==> src/rtl/dot_prod_feeder_pkg.sv <==
// dot_prod_feeder_pkg: shared FSM states, write-select codes and
// default geometry for the dot-product sample feeder.
package dot_prod_feeder_pkg;

    typedef enum logic [1:0] {
        ST_IDLE   = 2'd0,
        ST_LOAD   = 2'd1,
        ST_STREAM = 2'd2,
        ST_DONE   = 2'd3
    } feeder_state_t;

    localparam logic WR_SEL_X = 1'b0;
    localparam logic WR_SEL_Y = 1'b1;

    localparam int DEF_XI_BITS = 12;
    localparam int DEF_XQ_BITS = 12;
    localparam int DEF_YI_BITS = 12;
    localparam int DEF_YQ_BITS = 12;
    localparam int DEF_SHIFT_BITS = 4;

endpackage

==> src/rtl/dot_prod_feeder_if.sv <==
// dot_prod_feeder_if: x/y sample stream into the correlation lane.
// master drives valids, samples, tlast, shift_idx; slave drives tready.
interface dot_prod_feeder_if #(
    parameter int XI_BITS    = dot_prod_feeder_pkg::DEF_XI_BITS,
    parameter int XQ_BITS    = dot_prod_feeder_pkg::DEF_XQ_BITS,
    parameter int YI_BITS    = dot_prod_feeder_pkg::DEF_YI_BITS,
    parameter int YQ_BITS    = dot_prod_feeder_pkg::DEF_YQ_BITS,
    parameter int SHIFT_BITS = dot_prod_feeder_pkg::DEF_SHIFT_BITS
);

    logic                  tready;
    logic                  x_tvalid;
    logic [XI_BITS-1:0]    xi;
    logic [XQ_BITS-1:0]    xq;
    logic                  y_tvalid;
    logic [YI_BITS-1:0]    yi;
    logic [YQ_BITS-1:0]    yq;
    logic                  tlast;
    logic [SHIFT_BITS-1:0] shift_idx;

    modport master (
        input  tready,
        output x_tvalid, xi, xq,
        output y_tvalid, yi, yq,
        output tlast, shift_idx
    );

    modport slave (
        output tready,
        input  x_tvalid, xi, xq,
        input  y_tvalid, yi, yq,
        input  tlast, shift_idx
    );

endinterface

==> src/rtl/dot_prod_feeder_cpx_sample_ram.sv <==
// dot_prod_feeder_cpx_sample_ram: complex sample store, one write
// port, one async read port. Ports: clk, we/waddr/wdata, raddr/rdata.
module dot_prod_feeder_cpx_sample_ram #(
    parameter int WIDTH     = 24,
    parameter int DEPTH     = 16,
    parameter int ADDR_BITS = 4
) (
    input  logic                 clk,
    input  logic                 we,
    input  logic [ADDR_BITS-1:0] waddr,
    input  logic [WIDTH-1:0]     wdata,
    input  logic [ADDR_BITS-1:0] raddr,
    output logic [WIDTH-1:0]     rdata
);

    // Storage is deliberately not reset: contents survive rst_n.
    logic [WIDTH-1:0] mem [DEPTH];

    always_ff @(posedge clk) begin
        if (we) begin
            mem[waddr] <= wdata;
        end
    end

    assign rdata = mem[raddr];

endmodule

==> src/rtl/dot_prod_feeder.sv <==
// dot_prod_feeder: streams x[k]/y[s+k] windows for successive shifts.
// Ports: clk, rst_n, buffer write bus, start/num_shifts, axis stream,
// busy/done/err status.
module dot_prod_feeder
    import dot_prod_feeder_pkg::*;
#(
    parameter int XI_BITS             = DEF_XI_BITS,
    parameter int XQ_BITS             = DEF_XQ_BITS,
    parameter int YI_BITS             = DEF_YI_BITS,
    parameter int YQ_BITS             = DEF_YQ_BITS,
    parameter int LENGTH              = 5,
    parameter int LENGTH_COUNTER_BITS = 3,
    parameter int BUFFER_LENGTH       = 16,
    parameter int BUFFER_BITS         = 4,
    parameter int SHIFT_BITS          = DEF_SHIFT_BITS,
    parameter int WR_I_BITS = (XI_BITS > YI_BITS) ? XI_BITS : YI_BITS,
    parameter int WR_Q_BITS = (XQ_BITS > YQ_BITS) ? XQ_BITS : YQ_BITS
) (
    input  logic                   clk,
    input  logic                   rst_n,
    input  logic                   wr_en,
    input  logic                   wr_sel,
    input  logic [BUFFER_BITS-1:0] wr_addr,
    input  logic [WR_I_BITS-1:0]   wr_i,
    input  logic [WR_Q_BITS-1:0]   wr_q,
    input  logic                   start,
    input  logic [SHIFT_BITS-1:0]  num_shifts,
    dot_prod_feeder_if.master      axis,
    output logic                   busy,
    output logic                   done,
    output logic                   err
);

    localparam int XW = XI_BITS + XQ_BITS;
    localparam int YW = YI_BITS + YQ_BITS;
    localparam int KB = LENGTH_COUNTER_BITS;
    localparam logic [KB-1:0] K_LAST = KB'(LENGTH - 1);

    feeder_state_t state_q, state_d;

    logic [KB-1:0]         k_q, k_d, k_nxt;
    logic [SHIFT_BITS-1:0] s_q, s_d, s_nxt;
    logic [SHIFT_BITS-1:0] ns_q, ns_d;
    logic [SHIFT_BITS-1:0] shift_q, shift_d;
    logic                  valid_q, valid_d;
    logic                  tlast_q, tlast_d;
    logic                  err_q, err_d;
    logic [XI_BITS-1:0]    xi_q, xi_d;
    logic [XQ_BITS-1:0]    xq_q, xq_d;
    logic [YI_BITS-1:0]    yi_q, yi_d;
    logic [YQ_BITS-1:0]    yq_q, yq_d;

    logic in_idle;
    logic too_long;
    logic xfer;
    logic last_beat;
    logic load;
    logic x_we;
    logic y_we;

    logic [XW-1:0]          x_rdata;
    logic [YW-1:0]          y_rdata;
    logic [BUFFER_BITS-1:0] y_raddr;

    assign in_idle   = (state_q == ST_IDLE);
    assign too_long  = (int'(num_shifts) + LENGTH - 1) > BUFFER_LENGTH;
    assign xfer      = valid_q && axis.tready;
    assign last_beat = (s_q == ns_q - SHIFT_BITS'(1)) && (k_q == K_LAST);

    // Buffers are frozen for the whole run; x addresses past the
    // window would alias after truncation, so they are dropped.
    assign x_we = wr_en && in_idle && (wr_sel == WR_SEL_X)
               && (int'(wr_addr) < LENGTH);
    assign y_we = wr_en && in_idle && (wr_sel == WR_SEL_Y);

    dot_prod_feeder_cpx_sample_ram #(
        .WIDTH     (XW),
        .DEPTH     (LENGTH),
        .ADDR_BITS (KB)
    ) u_x_ram (
        .clk   (clk),
        .we    (x_we),
        .waddr (KB'(wr_addr)),
        .wdata ({wr_i[XI_BITS-1:0], wr_q[XQ_BITS-1:0]}),
        .raddr (k_nxt),
        .rdata (x_rdata)
    );

    dot_prod_feeder_cpx_sample_ram #(
        .WIDTH     (YW),
        .DEPTH     (BUFFER_LENGTH),
        .ADDR_BITS (BUFFER_BITS)
    ) u_y_ram (
        .clk   (clk),
        .we    (y_we),
        .waddr (wr_addr),
        .wdata ({wr_i[YI_BITS-1:0], wr_q[YQ_BITS-1:0]}),
        .raddr (y_raddr),
        .rdata (y_rdata)
    );

    // State register
    always_ff @(posedge clk or negedge rst_n) begin
        if (!rst_n) begin
            state_q <= ST_IDLE;
        end else begin
            state_q <= state_d;
        end
    end

    // Next-state logic
    always_comb begin
        state_d = state_q;
        unique case (state_q)
            ST_IDLE: begin
                if (start && !too_long) begin
                    state_d = (num_shifts == '0) ? ST_DONE : ST_LOAD;
                end
            end
            ST_LOAD:   state_d = ST_STREAM;
            ST_STREAM: begin
                if (xfer && last_beat) begin
                    state_d = ST_DONE;
                end
            end
            ST_DONE:   state_d = ST_IDLE;
            default:   state_d = ST_IDLE;
        endcase
    end

    // FSM outputs
    always_comb begin
        busy = (state_q == ST_LOAD) || (state_q == ST_STREAM);
        done = (state_q == ST_DONE);
    end

    // Address of the beat to present next; the RAMs read async so
    // the beat registers capture it on the same edge.
    always_comb begin
        load  = 1'b0;
        k_nxt = '0;
        s_nxt = '0;
        if (state_q == ST_LOAD) begin
            load = 1'b1;
        end else if (state_q == ST_STREAM && xfer && !last_beat) begin
            load  = 1'b1;
            k_nxt = (k_q == K_LAST) ? '0 : k_q + KB'(1);
            s_nxt = (k_q == K_LAST) ? s_q + SHIFT_BITS'(1) : s_q;
        end
    end

    assign y_raddr = BUFFER_BITS'(s_nxt) + BUFFER_BITS'(k_nxt);

    always_comb begin
        k_d     = k_q;
        s_d     = s_q;
        ns_d    = ns_q;
        shift_d = shift_q;
        valid_d = valid_q;
        tlast_d = tlast_q;
        xi_d    = xi_q;
        xq_d    = xq_q;
        yi_d    = yi_q;
        yq_d    = yq_q;
        err_d   = 1'b0;
        if (in_idle && start) begin
            err_d = too_long;
            if (!too_long) begin
                ns_d = num_shifts;
            end
        end
        if (load) begin
            k_d          = k_nxt;
            s_d          = s_nxt;
            shift_d      = s_nxt;
            valid_d      = 1'b1;
            tlast_d      = (k_nxt == K_LAST);
            {xi_d, xq_d} = x_rdata;
            {yi_d, yq_d} = y_rdata;
        end else if (state_q == ST_STREAM && xfer) begin
            valid_d = 1'b0;
            tlast_d = 1'b0;
        end
    end

    always_ff @(posedge clk or negedge rst_n) begin
        if (!rst_n) begin
            k_q     <= '0;
            s_q     <= '0;
            ns_q    <= '0;
            shift_q <= '0;
            valid_q <= 1'b0;
            tlast_q <= 1'b0;
            err_q   <= 1'b0;
            xi_q    <= '0;
            xq_q    <= '0;
            yi_q    <= '0;
            yq_q    <= '0;
        end else begin
            k_q     <= k_d;
            s_q     <= s_d;
            ns_q    <= ns_d;
            shift_q <= shift_d;
            valid_q <= valid_d;
            tlast_q <= tlast_d;
            err_q   <= err_d;
            xi_q    <= xi_d;
            xq_q    <= xq_d;
            yi_q    <= yi_d;
            yq_q    <= yq_d;
        end
    end

    assign err            = err_q;
    assign axis.x_tvalid  = valid_q;
    assign axis.y_tvalid  = valid_q;
    assign axis.xi        = xi_q;
    assign axis.xq        = xq_q;
    assign axis.yi        = yi_q;
    assign axis.yq        = yq_q;
    assign axis.tlast     = tlast_q;
    assign axis.shift_idx = shift_q;

endmodule
==> src/flat_wrapper.sv <==
// flat-port wrapper written by rule: the top's interface ports become plain ports
module dot_prod_feeder_flat import dot_prod_feeder_pkg::*;
#(
    parameter int XI_BITS             = DEF_XI_BITS,
    parameter int XQ_BITS             = DEF_XQ_BITS,
    parameter int YI_BITS             = DEF_YI_BITS,
    parameter int YQ_BITS             = DEF_YQ_BITS,
    parameter int LENGTH              = 5,
    parameter int LENGTH_COUNTER_BITS = 3,
    parameter int BUFFER_LENGTH       = 16,
    parameter int BUFFER_BITS         = 4,
    parameter int SHIFT_BITS          = DEF_SHIFT_BITS,
    parameter int WR_I_BITS = (XI_BITS > YI_BITS) ? XI_BITS : YI_BITS,
    parameter int WR_Q_BITS = (XQ_BITS > YQ_BITS) ? XQ_BITS : YQ_BITS
)
  (clk, rst_n, wr_en, wr_sel, wr_addr, wr_i, wr_q, start, num_shifts, busy, done, err, axis_tready, axis_x_tvalid, axis_xi, axis_xq, axis_y_tvalid, axis_yi, axis_yq, axis_tlast, axis_shift_idx);
  dot_prod_feeder_if #(.XI_BITS(XI_BITS), .XQ_BITS(XQ_BITS), .YI_BITS(YI_BITS), .YQ_BITS(YQ_BITS), .SHIFT_BITS(SHIFT_BITS)) axis_i ();
  input  logic clk;
  input  logic rst_n;
  input  logic wr_en;
  input  logic wr_sel;
  input  logic [BUFFER_BITS-1:0] wr_addr;
  input  logic [WR_I_BITS-1:0] wr_i;
  input  logic [WR_Q_BITS-1:0] wr_q;
  input  logic start;
  input  logic [SHIFT_BITS-1:0] num_shifts;
  output logic busy;
  output logic done;
  output logic err;
  input wire logic [$bits(axis_i.tready)-1:0] axis_tready;
  output wire logic [$bits(axis_i.x_tvalid)-1:0] axis_x_tvalid;
  output wire logic [$bits(axis_i.xi)-1:0] axis_xi;
  output wire logic [$bits(axis_i.xq)-1:0] axis_xq;
  output wire logic [$bits(axis_i.y_tvalid)-1:0] axis_y_tvalid;
  output wire logic [$bits(axis_i.yi)-1:0] axis_yi;
  output wire logic [$bits(axis_i.yq)-1:0] axis_yq;
  output wire logic [$bits(axis_i.tlast)-1:0] axis_tlast;
  output wire logic [$bits(axis_i.shift_idx)-1:0] axis_shift_idx;
  assign axis_i.tready = axis_tready;
  assign axis_x_tvalid = axis_i.x_tvalid;
  assign axis_xi = axis_i.xi;
  assign axis_xq = axis_i.xq;
  assign axis_y_tvalid = axis_i.y_tvalid;
  assign axis_yi = axis_i.yi;
  assign axis_yq = axis_i.yq;
  assign axis_tlast = axis_i.tlast;
  assign axis_shift_idx = axis_i.shift_idx;
  dot_prod_feeder #(.XI_BITS(XI_BITS), .XQ_BITS(XQ_BITS), .YI_BITS(YI_BITS), .YQ_BITS(YQ_BITS), .LENGTH(LENGTH), .LENGTH_COUNTER_BITS(LENGTH_COUNTER_BITS), .BUFFER_LENGTH(BUFFER_LENGTH), .BUFFER_BITS(BUFFER_BITS), .SHIFT_BITS(SHIFT_BITS), .WR_I_BITS(WR_I_BITS), .WR_Q_BITS(WR_Q_BITS)) u_core (.clk(clk), .rst_n(rst_n), .wr_en(wr_en), .wr_sel(wr_sel), .wr_addr(wr_addr), .wr_i(wr_i), .wr_q(wr_q), .start(start), .num_shifts(num_shifts), .axis(axis_i), .busy(busy), .done(done), .err(err));
endmodule
==> config.mk <==
export PLATFORM = sky130hd
export DESIGN_NAME = dot_prod_feeder_flat
export DESIGN_NICKNAME = d
export VERILOG_FILES = /design/src/rtl/dot_prod_feeder_pkg.sv /design/src/rtl/dot_prod_feeder_if.sv /design/src/rtl/dot_prod_feeder_cpx_sample_ram.sv /design/src/rtl/dot_prod_feeder.sv /design/src/flat_wrapper.sv
export SDC_FILE = /design/constraint.sdc
export NUM_CORES = 1
export LEC_CHECK = 0
export CAP_MARGIN = 20
export CORE_MARGIN = 8
export CORE_UTILIZATION = 45
export DETAILED_ROUTE_END_ITERATION = 7
export PLACE_DENSITY = 0.62
export SLEW_MARGIN = 20
export SYNTH_ARGS = -nofsm -noshare
export SYNTH_HDL_FRONTEND = slang
export SYNTH_HIERARCHICAL = 1
export SYNTH_SLANG_ARGS = --single-unit
==> constraint.sdc <==
create_clock -name clk -period 8.4 [get_ports clk]
set_clock_uncertainty 0.15 [all_clocks]
set_input_delay 2.52 -clock clk [delete_from_list [all_inputs] [get_ports clk]]
set_output_delay 2.52 -clock clk [all_outputs]
set_load 0.005 [all_outputs]
=== After elaboration in Yosys (flattened, before gate mapping) ===
Memories as Yosys holds them, arrays and structs flattened. A register that Yosys moved wholly into a read port is not among the register bits.
Index checks and enable logic that the tools add are counted.

* Output and inout bits: 58
* Input bits: 38
* Bits in registers: 16
* Memories kept: 2
* Memory bits (writable): 504
* Logic and storage cells: 68

{| class="wikitable"
|+ Memories
! name !! depth !! width !! read ports !! clocked after Yosys merged registers in !! write ports !! line !! text
|-
| u_core.u_y_ram.mem || 16 || 24 || 1 || 1 || 1 || dot_prod_feeder_cpx_sample_ram.sv:17 || <nowiki>logic [WIDTH-1:0] mem [DEPTH];</nowiki>
|-
| u_core.u_x_ram.mem || 5 || 24 || 1 || 1 || 1 || dot_prod_feeder_cpx_sample_ram.sv:17 ||
|}

* Multiplexer cells: 20
* Reductions and logical operators: 21
* $lt $le $gt $ge: 2
* Bitwise gates (word level): 2
* Equal/unequal tests: 8
* $add $sub $neg: 6

{| class="wikitable"
|+ Operators by type and width
! cell !! count
|-
| 32-bit by 6-bit > comparator with 1-bit output (second input constant) || 1
|-
| 32-bit by 2-bit subtractor with 32-bit output (second input constant) || 1
|-
| 4-bit two-way mux || 3
|-
| 1-bit logical AND || 11
|-
| 1-bit two-way mux || 10
|-
| 3-bit two-way mux || 3
|-
| 2-bit one-hot mux with 4 select lines || 1
|-
| 3-bit == test (second input constant) || 2
|-
| 2-bit two-way mux || 3
|-
| 4-bit by 3-bit adder with 5-bit output (second input constant) || 1
|-
| 4-bit by 1-bit adder with 4-bit output (second input constant) || 1
|-
| 4-bit by 3-bit adder with 4-bit output || 1
|-
| 2-bit == test (second input constant) || 2
|-
| 4-bit == test || 1
|-
| 1-bit zero test || 4
|-
| 4-bit zero test || 1
|-
| 4-bit by 3-bit less-than comparator with 1-bit output (second input constant) || 1
|-
| 2-bit AND reduction || 2
|-
| 4-bit by 1-bit subtractor with 4-bit output (second input constant) || 1
|-
| 3-bit by 1-bit adder with 3-bit output (second input constant) || 1
|-
| 2-bit by 1-bit == test with 1-bit output (second input constant) || 1
|-
| 2-bit zero test || 1
|-
| 2-bit by 1-bit != test with 1-bit output (second input constant) || 1
|-
| 2-bit != test (second input constant) || 1
|-
| 3 further kinds || 4
|}

=== Longest topological paths before layout ===
Gate-level depths: netlist of run 1.

* Depth after elaboration: 9
* Gate-level depth with buffers: 19
* Mapped depth without buffers: 15

=== By module ===
Netlist of run 1, hierarchy kept.

{| class="wikitable"
|+ Modules (own cells, without submodules)
! module !! instances !! cells each !! seq. area each (um^2) !! area each (um^2)
|-
| dot_prod_feeder_cpx_sample_ram at u_core.u_y_ram || 1 || 612 || 11531.1 || 14450.1
|-
| dot_prod_feeder_cpx_sample_ram at u_core.u_x_ram || 1 || 266 || 3603.5 || 4893.4
|-
| dot_prod_feeder || 1 || 221 || 1601.5 || 3180.6
|}

=== Worst setup path before layout of run 1 ===
OpenSTA, ideal clock, no wires.

* Path type: input to register
* From: input wr_addr[0]
* To: memory u_core.u_x_ram.mem[4][0] (enable)
* Path buffers: 0
* Data required time: 7.809 ns
* Path slack: 2.903 ns
* Data arrival time: 4.906 ns
* Library setup time: 0.441 ns
* Stages: 4
* Cells stage by stage: o21ai_0 -> nor4b_1 -> nand2b_1 -> nor3b_1

* Word-level cells in the longest chain between the ends: 4

{| class="wikitable"
|+ RTL lines
! element !! line !! text
|-
| start: declaration || flat_wrapper.sv:22 || <nowiki>input logic [BUFFER_BITS-1:0] wr_addr;</nowiki>
|-
| 4-bit by 3-bit less-than comparator with 1-bit output || dot_prod_feeder.sv:73 || <nowiki>&& (int'(wr_addr) < LENGTH);</nowiki>
|-
| 1-bit logical AND || dot_prod_feeder.sv:73 ||
|-
| via u_core.x_we || dot_prod_feeder.sv:58 || <nowiki>logic x_we;</nowiki>
|-
| 1-bit two-way mux || dot_prod_feeder_cpx_sample_ram.sv:20 || <nowiki>if (we) begin</nowiki>
|-
| 1-bit two-way mux (not written as such) || dot_prod_feeder_cpx_sample_ram.sv:21 || <nowiki>mem[waddr] <= wdata;</nowiki>
|-
| end: declaration || dot_prod_feeder_cpx_sample_ram.sv:17 ||
|}

The timed path passes the listed nets, and every way through them passes these cells.

=== Worst setup path after layout of run 1 ===
* From: input axis_tready
* To: register u_core.yi_q[11], in the netlist u_core/axis.yi[11], read port of u_core.u_y_ram.mem

* Word-level cells in the longest chain between the ends: 6
* Elaborated cells between the ends (all ways): 10
* Classes of those cells: add/sub (1); mux (6); reduce/logical (3)

{| class="wikitable"
|+ RTL lines
! element !! line !! text
|-
| start: declaration || flat_wrapper.sv:30 || <nowiki>input wire logic [$bits(axis_i.tready)-1:0] axis_tready;</nowiki>
|-
| 1-bit logical AND || dot_prod_feeder.sv:67 || <nowiki>assign xfer = valid_q && axis.tready;</nowiki>
|-
| 1-bit logical AND (2 in a row) || dot_prod_feeder.sv:145 || <nowiki>end else if (state_q == ST_STREAM && xfer && !last_beat) begin</nowiki>
|-
| 4-bit two-way mux || dot_prod_feeder.sv:145 ||
|-
| 4-bit two-way mux || dot_prod_feeder.sv:143 || <nowiki>if (state_q == ST_LOAD) begin</nowiki>
|-
| via u_core.s_nxt[0] || dot_prod_feeder.sv:42 || <nowiki>logic [SHIFT_BITS-1:0] s_q, s_d, s_nxt;</nowiki>
|-
| 4-bit by 3-bit adder with 4-bit output || dot_prod_feeder.sv:152 || <nowiki>assign y_raddr = BUFFER_BITS'(s_nxt) + BUFFER_BITS'(k_nxt);</nowiki>
|-
| via u_core.y_raddr[1] || dot_prod_feeder.sv:63 || <nowiki>logic [BUFFER_BITS-1:0] y_raddr;</nowiki>
|-
| end: declaration || dot_prod_feeder.sv:50 || <nowiki>logic [YI_BITS-1:0] yi_q, yi_d;</nowiki>
|}

The timed path passes the listed nets, and every way through them passes these cells.
A chain may end at the register's enable or synchronous reset.

==> reports/summary.txt, run 1 <==
total CTS buffers: 56
CP top delay family: buffers and inverters
area delta synth->final: 15.88%
Slew @ Worst Pin: 1.022 ns
leak pwr: 8.541 nW
total number of vias: 10,630
DRT antenna net count: 0
Area contributors post-synth: edfxtp_1 67%, mux4_2 9.6%, dfrtp_1 7.1%, mux2_4 3.1%, a22oi_1 1.6%
hold_buf cts: 0
GP Congestion: 0.7633
FILL cells: 3,879
Post-CTS Setup Bufs: 0
Routed wire per std cell: 24.08 µm
port bufs: 95
Worst Path Buf+Inv: 5
Skew-Pair Late Insertion Delay: 0.60 ns
Req. time, crit path: 8.73 ns
multi-input logic area: 5360 µm²
area of the die: 57,470 µm²
core area: 49,760 µm²
max-cap violation count: 0
Worst-path clk slew: 0.06 ns
Yosys warnings: 6
Vias/cell: 5.465
post-synthesis cell area: 22,520 µm²
DR DRC count: 0
CTS tree: built
share of cells above drive strength 1: 26.28%
DRT Pass-1 Iters: 4
post-synth top area share: 67.19%
Synth cell types: 53
Nets: 1,276
Synthesized Nets: 1,150
Overflow after GRT: 0
Crit Path Max Fanout: 54
global-route wire length before repair: 70.68 mm
relative slew slack: 31.88%
vias in the first global route: 10,920
Hold Violations, Final: 0
maximum vdd drop: 146.1 µV
CP max-delay cell: buf_4
Worst Setup Path Type: primary input to register
#FFs+latches synth: 568
initial antenna violation count: 5
crit-path cells: clkdlybuf4s50_1 > nand3_1 > or3_1 > nor2_1 > ha_4 > inv_1 > fa_1 > clkinv_2 > buf_4 > buf_4 > mux4_2 > a22oi_1 > nand2_1 > mux2_4
# setup viols final: 0
initial core utilization: 45.27%
Syn Area/Cell: 20.50 µm²
type of element launching the critical path: primary input
worst hold path class: register to register
crit-path max cell delay: 0.73 ns
Pins Over Slew Limit: 0
fmax: 151.4 MHz
Post-CTS Resized: 0
Synth area leader: edfxtp_1
htree depth: 2
CTS max path bufs: 3
status: complete, no violations
GR Util All Layers: 16.44%
Setup crit end kind: register
Chip Height: 239.7 µm
post-synthesis sequential area ratio: 74.30%
I/O Pins: 96
Top FF cell, synth: edfxtp_1
FP Rows: 82
Arr. time, crit path: 6.94 ns
pwr/cell area: 270.2 nW/µm²
async set-reset flop share out of synthesis: 11.27%
Post-synth EDFFs: 504
Die Wd: 239.7 µm
HPWL after DPL: 27.26 mm
cell count after synthesis: 1,099
largest net degree at the start of global routing: 75
Worst path most repeated cell: buf_4
Setup TNS: 0 ns
total length of routed wires: 46.84 mm
Final Critical Period: 6.606 ns
RSZ-0062 raised after global routing: false
root buf cell: clkbuf_16
post-route total power: 0.007052 W
clock sink total: 568
area occupied by registers: 16,740 µm²
crit share post-route: 78.64%
DRT iter0 DRCs: 732
==> cell usage after synthesis (2+ instances only) <==
| master | number |
|---|---|
| a221oi_2 | 20 |
| buf_6 | 10 |
| xnor2_1 | 5 |
| a221oi_1 | 4 |
| buf_2 | 14 |
| or3_2 | 3 |
| a211oi_2 | 20 |
| nand2b_1 | 5 |
| buf_12 | 6 |
| buf_4 | 6 |
| a21oi_1 | 7 |
| nor3_1 | 8 |
| o21ai_0 | 7 |
| and3_1 | 2 |
| nand2_1 | 36 |
| nor2_1 | 22 |
| mux4_2 | 96 |
| and2_1 | 3 |
| nand3_1 | 2 |
| xor2_1 | 4 |
| inv_1 | 32 |
| nor2b_1 | 17 |
| or3_1 | 2 |
| nor4_1 | 5 |
| and2b_1 | 10 |
| a21o_1 | 3 |
| mux2_4 | 46 |
| a211oi_1 | 4 |
| clkbuf_1 | 22 |
| mux2_2 | 3 |
| dfrtp_1 | 64 |
| nand3b_1 | 2 |
| ha_1 | 12 |
| edfxtp_1 | 504 |
| a22oi_1 | 48 |
| mux2i_1 | 28 |
==> state kept, by name (all words and copies together) (netlist names), 3 cells and up <==
| name | count |
|---|---|
| u_core/axis.yi | 12 |
| u_core/u_y_ram/mem | 384 |
| u_core/axis.xi | 12 |
| u_core/ns_q | 4 |
| u_core/k_q | 3 |
| u_core/u_x_ram/mem | 120 |
| u_core/axis.yq | 12 |
| u_core/axis.xq | 12 |
| u_core/axis.shift_idx | 4 |
==> per-stage QoR <==
stage               utilization [%]  worst slack, ns  area [µm²]  std cells  hold slack [ns]
finish                        52.45            1.794       26100       1945           0.3564
global route                  52.45            1.555       26100       1944           0.3750
CTS                           52.39            1.809       26070       1942           0.3611
detailed placement            48.72            1.172       24240       1838           0.3439
global placement              48.72            1.213       24240       1838           0.3444
floorplan                         -            2.903       22520       1099           0.3311
==> path summary, 6_finish.rpt <==
path / depth (start not counted) / to / start / slack, ns
max: 14 / u_core/axis.yi[11] / axis_tready / 1.79
min: 1 / u_core/axis.xq[8] / u_core/axis.xq[8] / 0.36
max reg2reg: 17 / u_core/axis.yi[11] / u_core/k_q[0] / 3.25
min reg2reg: 1 / u_core/axis.xq[8] / u_core/axis.xq[8] / 0.36
max in group asynchronous: 2 / u_core/axis.yi[5] / rst_n / 5.85
min in group asynchronous: 1 / u_core/axis.yq[7] / rst_n / 1.66
==> power breakdown <==
| group | leakage [nW] | switching (W) | internal, W |
|---|---|---|---|
| sequential | 5.30 | 0.000108 | 0.00324 |
| combinational | 2.35 | 0.000518 | 0.000723 |
| clock | 0.892 | 0.00101 | 0.00145 |
| total | 8.54 | 0.00164 | 0.00542 |
==> kinds of logic after synthesis <==
family,after synthesis,synth area share (%)
AO/OA/AOI/OAI,120,5.011
XOR/XNOR,10,0.4499
adder cells (fa/ha/maj),13,0.7555
buffers and inverters,90,2.444
flip-flops,568,74.30
multiplexers,173,14.06
AND/OR/NAND/NOR,125,2.977
==> layer usage <==
| layer | vias up | GRT usage, % | routed length [µm] |
|---|---|---|---|
| met5 | - | 0 | 35 |
| met4 | 6 | 3.995 | 796 |
| met3 | 67 | 3.831 | 2991 |
| met2 | 268 | 26.81 | 22680 |
| met1 | 5580 | 22.30 | 20340 |
| li1 | 4709 | - | - |
==> cell type report <==
class	instances	area share, %
flip-flops and latches	568	64.12
multi-input cells	441	20.54
clock buffers	79	6.011
repair buffers	126	4.650
well taps	672	3.221
clock inverters	25	0.9732
inverters	32	0.4650
diodes	2	0.01918
==> placed cells by master, fill, tap and decap left out, types with 20 or more instances in the layout <==
cell type,Yosys,routed
clkbuf_16,0,57
clkdlybuf4s50_1,0,94
a221oi_2,20,20
edfxtp_1,504,504
mux2_4,46,46
nand2_1,36,36
mux2i_1,28,28
a22oi_1,48,48
buf_4,6,30
a211oi_2,20,20
inv_1,32,31
dfrtp_1,64,64
mux4_2,96,96
Power figures use the tool's default switching activity.
==> run 2, diff against run 1 <==
==> constraint.sdc (replaced) <==
create_clock -name clk -period 6.3 [get_ports clk]
set_clock_uncertainty 0.15 [all_clocks]
set_input_delay 1.89 -clock clk [delete_from_list [all_inputs] [get_ports clk]]
set_output_delay 1.89 -clock clk [all_outputs]
set_load 0.005 [all_outputs]
==> run 2 against run 1 <==
Effect of this change: via count is 2.1% higher; setup slack worse by 0.48 ns; global-route usage is 0.94 points higher; non-clock buffer count is 13 higher; die area stayed put; critical path depth is 1 lower; final cell count is 0.77% higher; sequential cell count stayed put; cell area is 0.65% higher; critical path type unchanged.
==> reports/summary.txt, run 2 (synthesis results as in run 1) <==
I/O Pins: 96
Slew @ Worst Pin: 1.021 ns
Min-Delay Path Depth: 1
type of element launching the critical path: primary input
# setup viols final: 0
RSZ-0062 raised after global routing: false
Die Wd: 239.7 µm
Pins Over Slew Limit: 0
initial core utilization: 45.27%
root buf cell: clkbuf_16
GR Util All Layers: 17.38%
commonest non-fill, non-tap cell in the layout: edfxtp_1
share of cells above drive strength 1: 27.12%
pwr/cell area: 362.3 nW/µm²
Routed wire per std cell: 25.19 µm
maximum vdd drop: 202.1 µV
max-cap violation count: 0
max reg flops: 384
CTS tree: built
CTS max path bufs: 3
global-route wire length before repair: 74.31 mm
reg2reg end: u_core/axis.yi[5]
Final Critical Period: 4.984 ns
FP Rows: 82
relative slew slack: 31.94%
core area: 49,760 µm²
reg2reg setup slack: 1.83 ns
clock sink total: 568
post-route core utilization: 52.79%
HPWL after DPL: 29.09 mm
leak pwr: 8.644 nW
total number of vias: 10,850
Post-CTS Resized: 0
Worst-path clk slew: 0.06 ns
DR DRC count: 0
crit-path max cell delay: 0.77 ns
GP Congestion: 0.7731
crit share post-route: 79.11%
total length of routed wires: 49.37 mm
area delta synth->final: 16.63%
CP top delay family: simple AND/OR/NAND/NOR gates
Worst Setup Path Type: primary input to register
status: complete, no violations
Setup TNS: 0 ns
post-route total power: 0.009517 W
htree depth: 2
Overflow after GRT: 0
Chip Height: 239.7 µm
Req. time, crit path: 6.70 ns
largest net degree at the start of global routing: 75
port bufs: 95
Skew-Pair Late Insertion Delay: 0.62 ns
Nets: 1,290
Setup crit end kind: register
worst-case reg-to-reg path depth: 16
CP max-delay cell: nor2b_2
hold_buf cts: 0
Arr. time, crit path: 5.38 ns
Post-CTS Setup Bufs: 0
reg2reg start: u_core/k_q[0]
most frequent cells in the layout: 504 x edfxtp_1, 96 x mux4_2, 94 x clkdlybuf4s50_1
Vias/cell: 5.535
DRT iter0 DRCs: 946
crit-path cells: clkdlybuf4s50_1 > nand3_1 > nor3_1 > and2_1 > ha_1 > a21o_1 > a21oi_1 > xnor2_1 > nor2b_2 > buf_4 > a22oi_1 > nand2_1 > mux2_4
Worst Path Buf+Inv: 2
initial antenna violation count: 4
DRT Pass-1 Iters: 5
area of the die: 57,470 µm²
Hold Path Sink: u_core/axis.xi[4]
Hold Violations, Final: 0
total CTS buffers: 57
Biggest register: u_core/u_y_ram/mem
origin of the worst min-delay path: u_core/axis.xi[4]
Crit Path Max Fanout: 13
vias in the first global route: 11,220
biggest regs: u_core/u_y_ram/mem (384), u_core/u_x_ram/mem (120)
DRT antenna net count: 0
fmax: 200.7 MHz
worst hold path class: register to register
run 2: cell count changes in the layout (fill, tap and decap cells not counted), moves of 4 or more:
cell and change:
buf_12 +6, clkbuf_8 -5, buf_4 +7, clkinv_1 +7, clkbuf_1 -6, clkinv_2 +4
run 2: final cells by class:
type                            count  area, µm²
Antenna cell                        1      2.502
Clock buffer                       70       1528
Clock inverter                     37      331.6
Fill cell                        3838      23490
Inverter                           32      121.4
Multi-Input combinational cell    441       5340
Sequential cell                   568      16740
Tap cell                          672      840.8
Timing Repair Buffer              139       1370
run 2: layer usage:
| metal | vias up | track usage (%) | share of wire [%] |
|---|---|---|---|
| met1 | 5728 | 23.99 | 44 |
| met4 | 8 | 5.363 | 2.2 |
| met2 | 295 | 27.74 | 48 |
| met3 | 82 | 3.509 | 6.1 |
| li1 | 4735 | - | - |
| met5 | - | 0 | 0.093 |
run 2: worst max-delay path by stage:
stage / slack, ns / depth (start not counted) / start / to
global route: 1.13 / 13 / axis_tready / u_core/axis.yi[8]
floorplan: 1.43 / 4 / wr_addr[0] / u_core/u_x_ram/mem[4][0]
global placement: 0.81 / 13 / axis_tready / u_core/axis.yi[9]
finish: 1.32 / 13 / axis_tready / u_core/axis.yi[5]
detailed placement: 0.75 / 13 / axis_tready / u_core/axis.yi[5]
CTS: 1.38 / 13 / axis_tready / u_core/axis.yi[5]
run 2: per-stage QoR:
| step | hold slack [ns] | worst slack (ns) | cell area, µm² | std cells |
|---|---|---|---|---|
| 2_1_floorplan | 0.3311 | 1.433 | 22520 | 1099 |
| 3_3_place_gp | 0.3425 | 0.8116 | 24400 | 1852 |
| 4_1_cts | 0.3609 | 1.383 | 26260 | 1959 |
| 3_5_place_dp | 0.3486 | 0.7518 | 24400 | 1852 |
| 5_1_grt | 0.3795 | 1.128 | 26270 | 1959 |
| 6_report | 0.3586 | 1.316 | 26270 | 1960 |
run 2: power breakdown:
group	internal [W]	switching (W)	leakage, nW	total (W)
Sequential	0.00432	0.000156	5.30	0.00448
Combinational	0.000982	0.000710	2.43	0.00169
Clock	0.00196	0.00138	0.919	0.00335
Total	0.00727	0.00225	8.64	0.00952
